## config.mk

```make
export PLATFORM = sky130hd
export DESIGN_NAME = gs232c_inst_queue_deq
export DESIGN_NICKNAME = d
export VERILOG_FILES = /design/src/rtl/gs232c_iq_pkg.sv /design/src/rtl/gs232c_iq_lane_compact.sv /design/src/rtl/gs232c_inst_queue_deq.sv
export SDC_FILE = /design/constraint.sdc
export NUM_CORES = 1
export LEC_CHECK = 0
export ABC_AREA = 1
export CAP_MARGIN = 20
export CELL_PAD_IN_SITES_DETAIL_PLACEMENT = 2
export CELL_PAD_IN_SITES_GLOBAL_PLACEMENT = 2
export CORE_UTILIZATION = 36
export DETAILED_ROUTE_END_ITERATION = 16
export DONT_BUFFER_PORTS = 1
export GPL_ROUTABILITY_DRIVEN = 0
export PLACE_DENSITY = 0.85
export REMOVE_ABC_BUFFERS = 1
export SLEW_MARGIN = 5
export SYNTH_ARGS = -nofsm -noshare
export SYNTH_HDL_FRONTEND = slang
export SYNTH_SLANG_ARGS = --single-unit
```

## constraint.sdc

```tcl
create_clock -name clock -period 9.8 [get_ports clock]
set_input_delay 1.96 -clock clock [delete_from_list [all_inputs] [get_ports clock]]
set_output_delay 1.96 -clock clock [all_outputs]
set_load 0.05 [all_outputs]
```

## src/rtl/gs232c_iq_pkg.sv

```systemverilog
// Shared constants for the instruction-queue read side: entry width default,
// pointer width (N+3, one wrap bit above the index) and capacity (4<<N).
package gs232c_iq_pkg;

    localparam int unsigned IQ_W     = 39;
    localparam int unsigned IQ_N     = 2;
    localparam int unsigned IQ_PTR_W = IQ_N + 3;
    localparam int unsigned IQ_CAP   = 4 << IQ_N;

    function automatic int unsigned ptr_width(input int unsigned n);
        return n + 3;
    endfunction

    function automatic int unsigned capacity(input int unsigned n);
        return 4 << n;
    endfunction

endpackage

```

## src/rtl/gs232c_iq_lane_compact.sv

```systemverilog
// Next-state merge for the decode buffer: surviving lanes shift down by the
// accepted count, fresh queue lanes fill in behind them; unused lanes hold.
module gs232c_iq_lane_compact #(
    parameter int unsigned W = 39,
    parameter int unsigned M = 3
) (
    input  logic [W*M-1:0] cur_data,
    input  logic [W*M-1:0] q_data,
    input  logic [1:0]     acc,
    input  logic [1:0]     rem,
    input  logic [1:0]     load,
    output logic [W*M-1:0] nxt_data,
    output logic [M-1:0]   nxt_valid
);

    int unsigned a_i;
    int unsigned r_i;
    int unsigned l_i;

    // Source lanes are selected by equality search so no index can go out of range.
    always_comb begin
        a_i       = 32'(acc);
        r_i       = 32'(rem);
        l_i       = 32'(load);
        nxt_data  = cur_data;
        nxt_valid = '0;
        for (int unsigned i = 0; i < M; i++) begin
            if (i < r_i) begin
                for (int unsigned j = 0; j < M; j++) begin
                    if (j == i + a_i) nxt_data[i*W +: W] = cur_data[j*W +: W];
                end
            end else if (i < r_i + l_i) begin
                for (int unsigned j = 0; j < M; j++) begin
                    if (j + r_i == i) nxt_data[i*W +: W] = q_data[j*W +: W];
                end
            end
            nxt_valid[i] = (i < r_i + l_i);
        end
    end

endmodule

```

## src/rtl/gs232c_inst_queue_deq.sv

```systemverilog
// Instruction queue dequeue controller: owns the head pointer, refills an
// M-lane registered decode buffer from the queue, and forwards flush as cancel.
module gs232c_inst_queue_deq
    import gs232c_iq_pkg::*;
#(
    parameter int unsigned W = IQ_W,
    parameter int unsigned N = IQ_N,
    parameter int unsigned M = 3
) (
    input  logic               clock,
    input  logic               reset,
    input  logic               flush,
    input  logic [N+2:0]       tail,
    input  logic [W*M-1:0]     q_data,
    output logic [N+2:0]       head,
    output logic               cancel,
    output logic [M-1:0]       dec_valid,
    output logic [W*M-1:0]     dec_data,
    input  logic [1:0]         dec_accept,
    output logic [N+2:0]       occupancy,
    output logic               acc_err
);

    localparam int unsigned PW = ptr_width(N);

    logic [PW-1:0]  head_r;
    logic [PW-1:0]  occ;
    logic [M-1:0]   valid_r;
    logic [W*M-1:0] data_r;
    logic           err_r;

    logic [1:0]     cnt;
    logic [1:0]     acc_eff;
    logic [1:0]     rem;
    logic [1:0]     room;
    logic [1:0]     load;
    logic           err_now;
    logic [W*M-1:0] nxt_data;
    logic [M-1:0]   nxt_valid;

    // The wrap bit makes tail-head read 4<<N on a full queue rather than 0.
    assign occ       = tail - head_r;
    assign occupancy = occ;
    assign cancel    = flush;
    assign head      = head_r;
    assign dec_valid = valid_r;
    assign dec_data  = data_r;
    assign acc_err   = err_r;

    always_comb begin
        cnt = '0;
        for (int unsigned i = 0; i < M; i++) begin
            cnt = cnt + 2'(valid_r[i]);
        end
        err_now = (dec_accept > cnt);
        acc_eff = err_now ? cnt : dec_accept;
        rem     = cnt - acc_eff;
        room    = 2'(M) - rem;
        load    = ({{(PW-2){1'b0}}, room} < occ) ? room : occ[1:0];
    end

    gs232c_iq_lane_compact #(
        .W(W),
        .M(M)
    ) u_compact (
        .cur_data (data_r),
        .q_data   (q_data),
        .acc      (acc_eff),
        .rem      (rem),
        .load     (load),
        .nxt_data (nxt_data),
        .nxt_valid(nxt_valid)
    );

    always_ff @(posedge clock or negedge reset) begin
        if (!reset) begin
            head_r  <= '0;
            valid_r <= '0;
            data_r  <= '0;
            err_r   <= 1'b0;
        end else if (flush) begin
            valid_r <= '0;
        end else begin
            head_r  <= head_r + {{(PW-2){1'b0}}, load};
            valid_r <= nxt_valid;
            data_r  <= nxt_data;
            if (err_now) err_r <= 1'b1;
        end
    end

endmodule

```

Word level (Yosys, flattened, before mapping)
Cells that the tools add are included.
{ "op_classes": {"n_addsub": 11, "multipliers": 0, "div_mod_pow": 0, "magnitude_cmp": 8, "n_eq_ne": 17, "shifts": 0, "muxes": 26, "bitwise": 1, "n_reduce_logical": 15} }
{ "ops": {"columns": ["op", "n"], "rows": [
  ["$mux 39", 23],
  ["$logic_not 32->1", 5],
  ["$eq 1x32->1 const A", 2],
  ["$eq 2x32->1 const A", 2],
  ["$eq 32x1->1 const B", 2],
  ["$eq 32x2->1 const B", 2],
  ["$lt 1x32->1 const A", 2],
  ["$lt 2x32->1 const A", 1],
  ["$ne 3x3->1 const B", 4],
  ["$reduce_bool 4->1", 3],
  ["$reduce_and 5->1", 2],
  ["$add 1x2->3 const A", 2],
  ["$add 2x2->3 const A", 2],
  ["$reduce_bool 2->1", 3],
  ["$add 5x2->5", 1],
  ["$lt 2x5->1", 1],
  ["$sub 5x5->5", 1],
  ["$lt 1x2->1 const A", 2],
  ["$mux 2", 2],
  ["$reduce_and 4->1", 1],
  ["$add 2x2->3", 1],
  ["$mux 3", 1],
  ["$add 1x1->2", 1],
  ["$add 2x1->2", 1],
  ["other kinds (11)", 11]
]} }
{ "totals": {"reg_bits": 126, "latchBits": 0, "mem_bits_rw": 0, "mem_bits_ro": 0, "in_bits": 127, "output_inout_bits": 132, "word_cells": 84, "memories": 0} }

Depth between registers and ports, before layout
Gate-level depths: netlist of run 1.
{ "logic_depth": {"depth_word": 12, "depth_mapped": 30, "mapped_depth_nobuf": 27} }

By module
A second synthesis of run 1 with hierarchy kept.
{ "hier_totals": {"cells_unflattened": 1761, "area_unflattened_um2": 10387.5} }
{ "by_module_without_submodules": {"columns": ["mod", "instances", "cells_each", "area_per_inst_um2", "seq_area_each_um2"], "rows": [
  ["gs232c_iq_lane_compact", 1, 1164, 5201.2, 0.0],
  ["gs232c_inst_queue_deq", 1, 597, 5186.2, 3153.0]
]} }

Worst setup path after synthesis of run 1
OpenSTA, ideal clock, no wires.
{ "synth_path": {"path_kind": "input to register", "start": "in dec_accept[1]", "end": "reg data_r[115] (netlist: dec_data[115])", "arrival_time_ps": 5874, "t_required_ps": 9682, "setup_slack_ps": 3809, "path_stages": 30, "path_cell_list": "inv_1 ha_1 inv_1 nor2_1 o21ai_0 nand2_1 o21ai_0 inv_1 ha_1 inv_1 nand2_1 nand2_4 clkbuf_1 ha_1 o21ai_0 a21oi_1 nand3_1 nand2_1 nand2_1 ha_1 fa_1 inv_1 nand2_1 nand3_1 a21oi_2 inv_2 buf_2 buf_4 nand2_1 nand2_1"} }
{ "synth_via": {"elab_chain_cells": 10, "word_cells_on_any_way": 29, "classes_between": "6 x add/sub; 4 x order compare; 7 x eq/ne; 8 x mux; 4 x reduce/logical"} }
{ "synth_rtl": {"columns": ["item", "line_no", "text"], "rows": [
  ["from (decl)", "gs232c_inst_queue_deq.sv:19", "input logic [1:0] dec_accept,"],
  ["$gt 2x2->1", "gs232c_inst_queue_deq.sv:55", "err_now = (dec_accept > cnt);"],
  ["$mux 2 *", "gs232c_inst_queue_deq.sv:56", "acc_eff = err_now ? cnt : dec_accept;"],
  ["$sub 2x2->2", "gs232c_inst_queue_deq.sv:57", "rem = cnt - acc_eff;"],
  ["$sub 2x2->2", "gs232c_inst_queue_deq.sv:58", "room = 2'(M) - rem;"],
  ["$lt 2x5->1", "gs232c_inst_queue_deq.sv:59", "load = ({{(PW-2){1'b0}}, room} < occ) ? room : occ[1:0];"],
  ["$mux 2", "gs232c_inst_queue_deq.sv:59", null],
  ["$add 2x2->3", "gs232c_iq_lane_compact.sv:32", "end else if (i < r_i + l_i) begin"],
  ["$lt 2x32->1", "gs232c_iq_lane_compact.sv:32", null],
  ["$reduce_bool 2->1 (no line)", null, null],
  ["$reduce_and 5->1 (no line)", null, null],
  ["to (signal assigned)", "gs232c_inst_queue_deq.sv:86", "data_r <= nxt_data;"],
  ["to (decl)", "gs232c_inst_queue_deq.sv:29", "logic [W*M-1:0] data_r;"]
]} }
Mark *: on every way between the ends. The rest lies on a longest branch, timed or not. The select of a mux whose other input is x is not followed.
A chain may end at the register's enable or synchronous reset.

Worst setup path after layout of run 1
{ "layout_path": {"start": "in dec_accept[1]", "end": "reg data_r[114] (netlist: dec_data[114])"} }
Same word-level chain as after synthesis.

==> results of run 1 <==
==> state kept, by name (all words and copies together) (netlist names) <==
signal	cells
dec_data	117
dec_valid	3
acc_err	1
head	5
==> kinds of logic after synthesis <==
family / count (synthesis)
flops: 126
xor+xnor: 4
buf+inv: 214
fa+ha+maj: 22
compound gates: 192
simple gates: 896
==> final timing paths <==
path                       slack, ps                     start                        end  depth (start not counted)
max reg2reg                     2850    dec_valid[0]$_DFF_PN0_  dec_data[114]$_DFFE_PN0P_                         27
min in group asynchronous       1220                     reset  dec_data[115]$_DFFE_PN0P_                          0
max                             2450             dec_accept[1]  dec_data[114]$_DFFE_PN0P_                         27
max in group asynchronous       8380                     reset   dec_data[34]$_DFFE_PN0P_                          0
min reg2reg                      820  dec_data[49]$_DFFE_PN0P_   dec_data[49]$_DFFE_PN0P_                          2
min                              820  dec_data[49]$_DFFE_PN0P_   dec_data[49]$_DFFE_PN0P_                          2
==> routing by layer <==
metal / global-route usage [%] / part of all wire (%)
met1: 37.0 / 42
met5: 0 / 0
met2: 54.6 / 49
met4: 10.3 / 2.3
met3: 7.31 / 7.1
==> area by class of cell <==
class                      count  area share (%)
multi-input combinational   1114            51.8
tap                          324            4.13
clock buffer                  20            4.66
clock inverter                12            2.10
inverter                     116            4.46
timing repair buffer           9           0.689
sequential                   126            32.1
==> worst max-delay path, stage by stage <==
cell and delay, ps:
inv_1 20, ha_1 300, inv_1 60, nor2_1 30, o21ai_0 280, o21ai_0 230, inv_1 170, ha_2 210
inv_1 70, nand2_1 120, nand2_4 390, ha_1 470, o21ai_0 70, a21oi_1 300, nand3_1 150, nand2_1 70
nand2_1 90, ha_1 200, fa_1 480, inv_1 40, nand2_1 110, nand3_1 160, a21oi_4 170, buf_4 570
inv_2 610, nand2_1 220, nand2_1 80
==> cell usage in the layout, fill, tap and decap left out, types with 3 or more instances in the layout <==
| cell type | n |
|---|---|
| buf_4 | 9 |
| ha_1 | 15 |
| xor2_1 | 4 |
| clkinv_4 | 3 |
| fa_1 | 4 |
| nor2_1 | 6 |
| o21ai_1 | 4 |
| nand2_4 | 3 |
| ha_2 | 3 |
| a21oi_1 | 6 |
| dfrtp_1 | 126 |
| o21ai_0 | 138 |
| nand3_1 | 166 |
| nand2_1 | 709 |
| o211ai_1 | 41 |
| nand2_2 | 3 |
| bufinv_16 | 5 |
| inv_2 | 4 |
| clkbuf_16 | 17 |
| inv_1 | 110 |
==> stage by stage <==
stage	worst slack, ps	util (%)	instance area, µm²	std cells
5_1_grt	2090	40.0	9810	1721
2_1_floorplan	2910	-	8630	1356
4_1_cts	2470	40.0	9810	1721
6_report	2450	40.0	9810	1721
3_5_place_dp	2040	37.3	9150	1689
3_3_place_gp	2430	37.3	9150	1689
==> summary.md, run 1 <==
| Metric | Value |
|---|---|
| Pre-antenna DRT Iters | 5 |
| Synth warn | 0 |
| Sequential area share after synthesis | 34.7% |
| Syn Inst Count | 1,454 |
| Post-CTS sizing | 0 |
| Post-synthesis adder-cell area fraction | 3.36% |
| Synth Area in Compound Gates | 11.8% |
| Starting Density | 37.0% |
| CP Data Arrival Time | 7660 ps |
| Clk slew on worst S/H paths | 60 ps |
| Core Area | 24,500 µm² |
| Die W | 161 µm |
| Post-CTS setup buffers | 0 |
| Vias in the first global route | 11,000 |
| Yosys top cell area share | 34.7% |
| Grt ovf | 0 |
| WHS | 816 ps |
| IO Pins | 259 |
| Synth-to-layout area growth | 8.00% |
| Cell taking the most area after synthesis | dfrtp_1 |
| # DRC | 0 |
| Largest net degree at the start of global routing | 127 |
| Critical path type | input port to flop |
| Worst Setup Start Kind | input port |
| Top-count cell post-synth | nand2_1 |
| Largest fanout on the critical path | 44 |
| Final ANT Viol Nets | 0 |
| Skew-Pair Late Insertion Delay | 430 ps |
| Slew Viols, Final | 0 |
| Slew @ Worst Pin | 1110 ps |
| Row Count | 57 |
| RSZ-0062 raised after global routing | no |
| Yosys reg bits | 126 |
| Fin crit share | 75.0% |
| Gr usage total | 31.0% |
| Clk buf depth | 2 |
| Setup TNS | 0 ps |
| Fin. Hold Viols | 0 |
| Inserted Diodes | 0 |
| Hold Path Class | flop to flop |
| Mapped Avg Cell Area | 6.25 µm² |
| Share of synthesized area spent on multiplexers | 0% |
| Via count | 9,890 |
| Synth unique cells | 30 |
| Fillers | 3,093 |
| Vias/cell | 5.75 |
| H-Tree Depth | 4 |
| Total Wirelength | 39,900 µm |
| Dominant synthesized flop cell | dfrtp_1 |
| Hold-fix buffers at CTS | 0 |
| Synth Area in Simple Gates | 39.9% |
| Buffers on Ports | 0 |
| Min cycle time layout | 7350 ps |
| Rel. slew slack | 25.9% |
| DP HPWL | 24,300 µm |
| Worst Setup End Kind | flop |
| Die ar. | 25,900 µm² |
| # setup viols final | 0 |
| Initial antenna violation count | 0 |
| Register area | 3150 µm² |
| CTS tree | done |
| Top cells by count, synth | 712 x nand2_1, 166 x nand3_1, 138 x o21ai_0, 126 x dfrtp_1, 111 x inv_1 |
| Synth area leaders | dfrtp_1 35%, nand2_1 29%, nand3_1 9.1% |
| Post-synth EDFFs | 0 |
| Max-cap violations | 0 |
| First-pass GRT wire length | 62,000 µm |
| Cell area after synthesis | 9080 µm² |
| Sinks on Clock Net | 126 |
| Critical Path RT | 10,110 ps |
| Worst Skew | 13.2 ps |
| Layout cells sized above 1 | 4.37% |
| DRT iter0 DRCs | 572 |
| Die height | 161 µm |
| Fin nets | 1,533 |
| DR WL/cell | 23.2 µm |
| CTS Root Cell | clkbuf_16 |
| Outcome | completed |
| Footprint of the multi-input gates | 5080 µm² |
| Fmax | 136 MHz |
| Largest family of logic cells by synthesized area | simple AND/OR/NAND/NOR gates |
| Num CTS Buffers | 17 |
| Synth Area in XOR/XNOR | 0.386% |
| Async set-reset flop share out of synthesis | 100% |
Power of run 1 is left out: the tool's default activity adds up to more than one toggle a clock period on the data nets, which glitch-free logic cannot reach.
==> inputs of run 2 (changes only) <==
--- a/config.mk
+++ b/config.mk
@@ -9,11 +9,11 @@
 export CAP_MARGIN = 20
 export CELL_PAD_IN_SITES_DETAIL_PLACEMENT = 2
 export CELL_PAD_IN_SITES_GLOBAL_PLACEMENT = 2
-export CORE_UTILIZATION = 36
+export CORE_UTILIZATION = 33
 export DETAILED_ROUTE_END_ITERATION = 16
 export DONT_BUFFER_PORTS = 1
 export GPL_ROUTABILITY_DRIVEN = 0
-export PLACE_DENSITY = 0.85
+export PLACE_DENSITY = 0.79
 export REMOVE_ABC_BUFFERS = 1
 export SLEW_MARGIN = 5
 export SYNTH_ARGS = -nofsm -noshare
==> constraint.sdc (replaced) <==
create_clock -name clock -period 7.2 [get_ports clock]
set_input_delay 1.44 -clock clock [delete_from_list [all_inputs] [get_ports clock]]
set_output_delay 1.44 -clock clock [all_outputs]
set_load 0.05 [all_outputs]
==> summary.md, run 2 (synthesized netlist as in run 1, its figures left out) <==
| Metric | Value |
|---|---|
| Outcome | completed |
| H-Tree Depth | 4 (unchanged) |
| Fin crit share | 82.8% |
| Vias/cell | 5.65 (-1.7%) |
| Fin. Hold Viols | 0 (unchanged) |
| Hold Path Class | input port to asynchronous set/reset pin |
| Critical path type | flop to flop |
| Hold-fix buffers at CTS | 0 (unchanged) |
| Buffers on Ports | 0 (unchanged) |
| Post-CTS sizing | 0 (unchanged) |
| CTS Root Cell | clkbuf_16 |
| Rel. slew slack | 28.0% (+2.0 points) |
| Worst r2r path cells | 24 (-11%) |
| Clk buf depth | 2 (unchanged) |
| Num CTS Buffers | 17 (unchanged) |
| Slew Viols, Final | 0 (unchanged) |
| DP Area | 9210 µm² (+0.75%) |
| CP startpoint | dec_valid[1]$_DFF_PN0_ |
| Largest fanout on the critical path | 39 (-11%) |
| DRT iter0 DRCs | 394 (-31%) |
| Via count | 9,856 (-0.34%) |
| Post-Route Utilization | 36.5% (-3.5 points) |
| Worst Setup End Kind | flop |
| Die ar. | 28,200 µm² (+9.0%) |
| Clk slew on worst S/H paths | 70 ps (about the same) |
| Max reg flops | 117 (unchanged) |
| Post-CTS setup buffers | 0 (unchanged) |
| Finished Cell Area | 9840 µm² (+0.28%) |
| Sinks on Clock Net | 126 (unchanged) |
| Largest net degree at the start of global routing | 127 (unchanged) |
| Synth-to-layout area growth | 8.31% |
| Slew @ Worst Pin | 1080 ps (-30.4 ps) |
| Most frequent cells in the layout | 709 x nand2_1, 166 x nand3_1, 138 x o21ai_0 |
| Min cycle time layout | 5960 ps |
| # DRC | 0 (unchanged) |
| Initial antenna violation count | 0 (unchanged) |
| Max-cap violations | 0 (unchanged) |
| Worst Skew | 15.0 ps (+1.88 ps) |
| Skew-Pair Late Insertion Delay | 440 ps (about the same) |
| Vias in the first global route | 11,000 (-0.24%) |
| Gr usage total | 29.8% (-1.3 points) |
| CTS tree | done |
| DP HPWL | 25,300 µm (+4.1%) |
| IO Pins | 259 (unchanged) |
| Starting Density | 33.7% (-3.3 points) |
| Worst Setup Start Kind | flop |
| Core Area | 27,000 µm² (+9.9%) |
| Layout cells sized above 1 | 4.85% (+0.48 points) |
| Row Count | 60 (+5.3%) |
| Pre-antenna DRT Iters | 4 (-1) |
| FF-to-FF End | dec_data[47]$_DFFE_PN0P_ |
| # setup viols final | 0 (unchanged) |
| Total Wirelength | 40,700 µm (+2.0%) |
| Worst r2r src | dec_valid[1]$_DFF_PN0_ |
| Die W | 168 µm (+4.4%) |
| RSZ-0062 raised after global routing | no |
| Die height | 168 µm (+4.4%) |
| Grt ovf | 0 (unchanged) |
| DR WL/cell | 23.3 µm (+0.68%) |
| Worst R2R Setup Slack | 1240 ps (-1610 ps) |
| Commonest non-fill, non-tap cell in the layout | nand2_1 |
| Fmax | 168 MHz |
| Setup TNS | 0 ps (unchanged) |
| Inserted Diodes | 0 (unchanged) |
| Final ANT Viol Nets | 0 (unchanged) |
| Fin nets | 1,539 (+0.39%) |
| CP Data Arrival Time | 6340 ps (-1320 ps) |
| CP endpoint | dec_data[47]$_DFFE_PN0P_ |
| Critical Path RT | 7580 ps (-2530 ps) |
| First-pass GRT wire length | 64,100 µm (+3.4%) |
run 2: cell type report:
type / count / area, µm²
clock inverters: 14 / 168
clock buffers: 18 / 439
flip-flops and latches: 126 / 3150
well taps: 341 / 427
fillers: 3340 / 17100
repair buffers: 15 / 120
multi-input cells: 1114 / 5090
inverters: 116 / 438
run 2: stage by stage:
stage,setup WS [ps],cells,hold slack (ps)
after floorplan,828,1356,773
after global placement,1330,1711,798
after detailed placement,1030,1711,814
after CTS,1190,1743,673
after global routing,760,1744,672
final,1240,1744,686
run 2: metal layers:
metal | up-vias | GRT usage (%) | wire length [µm]
met3 | 47 | 8.09 | 2730
li1 | 4484 | - | -
met1 | 5056 | 35.6 | 17300
met4 | 0 | 10.4 | 860
met2 | 269 | 51.2 | 19800
met5 | - | 0 | 0
run 2: worst max-delay path, stage by stage (launching register included):
cell and delay (ps):
dfrtp_1 680, fa_1 570, ha_1 310, nand2_1 70
o21ai_0 140, o21ai_0 420, inv_1 230, ha_2 250
nand2_1 120, nand2_4 60, ha_1 280, o21ai_0 90
a21oi_1 250, nand3_1 130, nand2_1 80, nand2_1 80
ha_1 190, fa_1 430, inv_1 60, nand2_1 100
nor2_2 200, nor2_1 80, nand2_2 790, nand2_1 140
nand2_1 120
run 2: how the worst min path moves through the flow:
stage | from | depth (start not counted) | endpoint
3_5_place_dp | dec_data[23]$_DFFE_PN0P_ | 2 | dec_data[23]$_DFFE_PN0P_
2_1_floorplan | dec_data[13]$_DFFE_PN0P_ | 2 | dec_data[13]$_DFFE_PN0P_
4_1_cts | reset | 0 | dec_data[115]$_DFFE_PN0P_
3_3_place_gp | dec_data[24]$_DFFE_PN0P_ | 2 | dec_data[24]$_DFFE_PN0P_
6_report | reset | 0 | dec_data[115]$_DFFE_PN0P_
5_1_grt | reset | 0 | dec_data[115]$_DFFE_PN0P_
Power of run 2 is left out for the same reason.
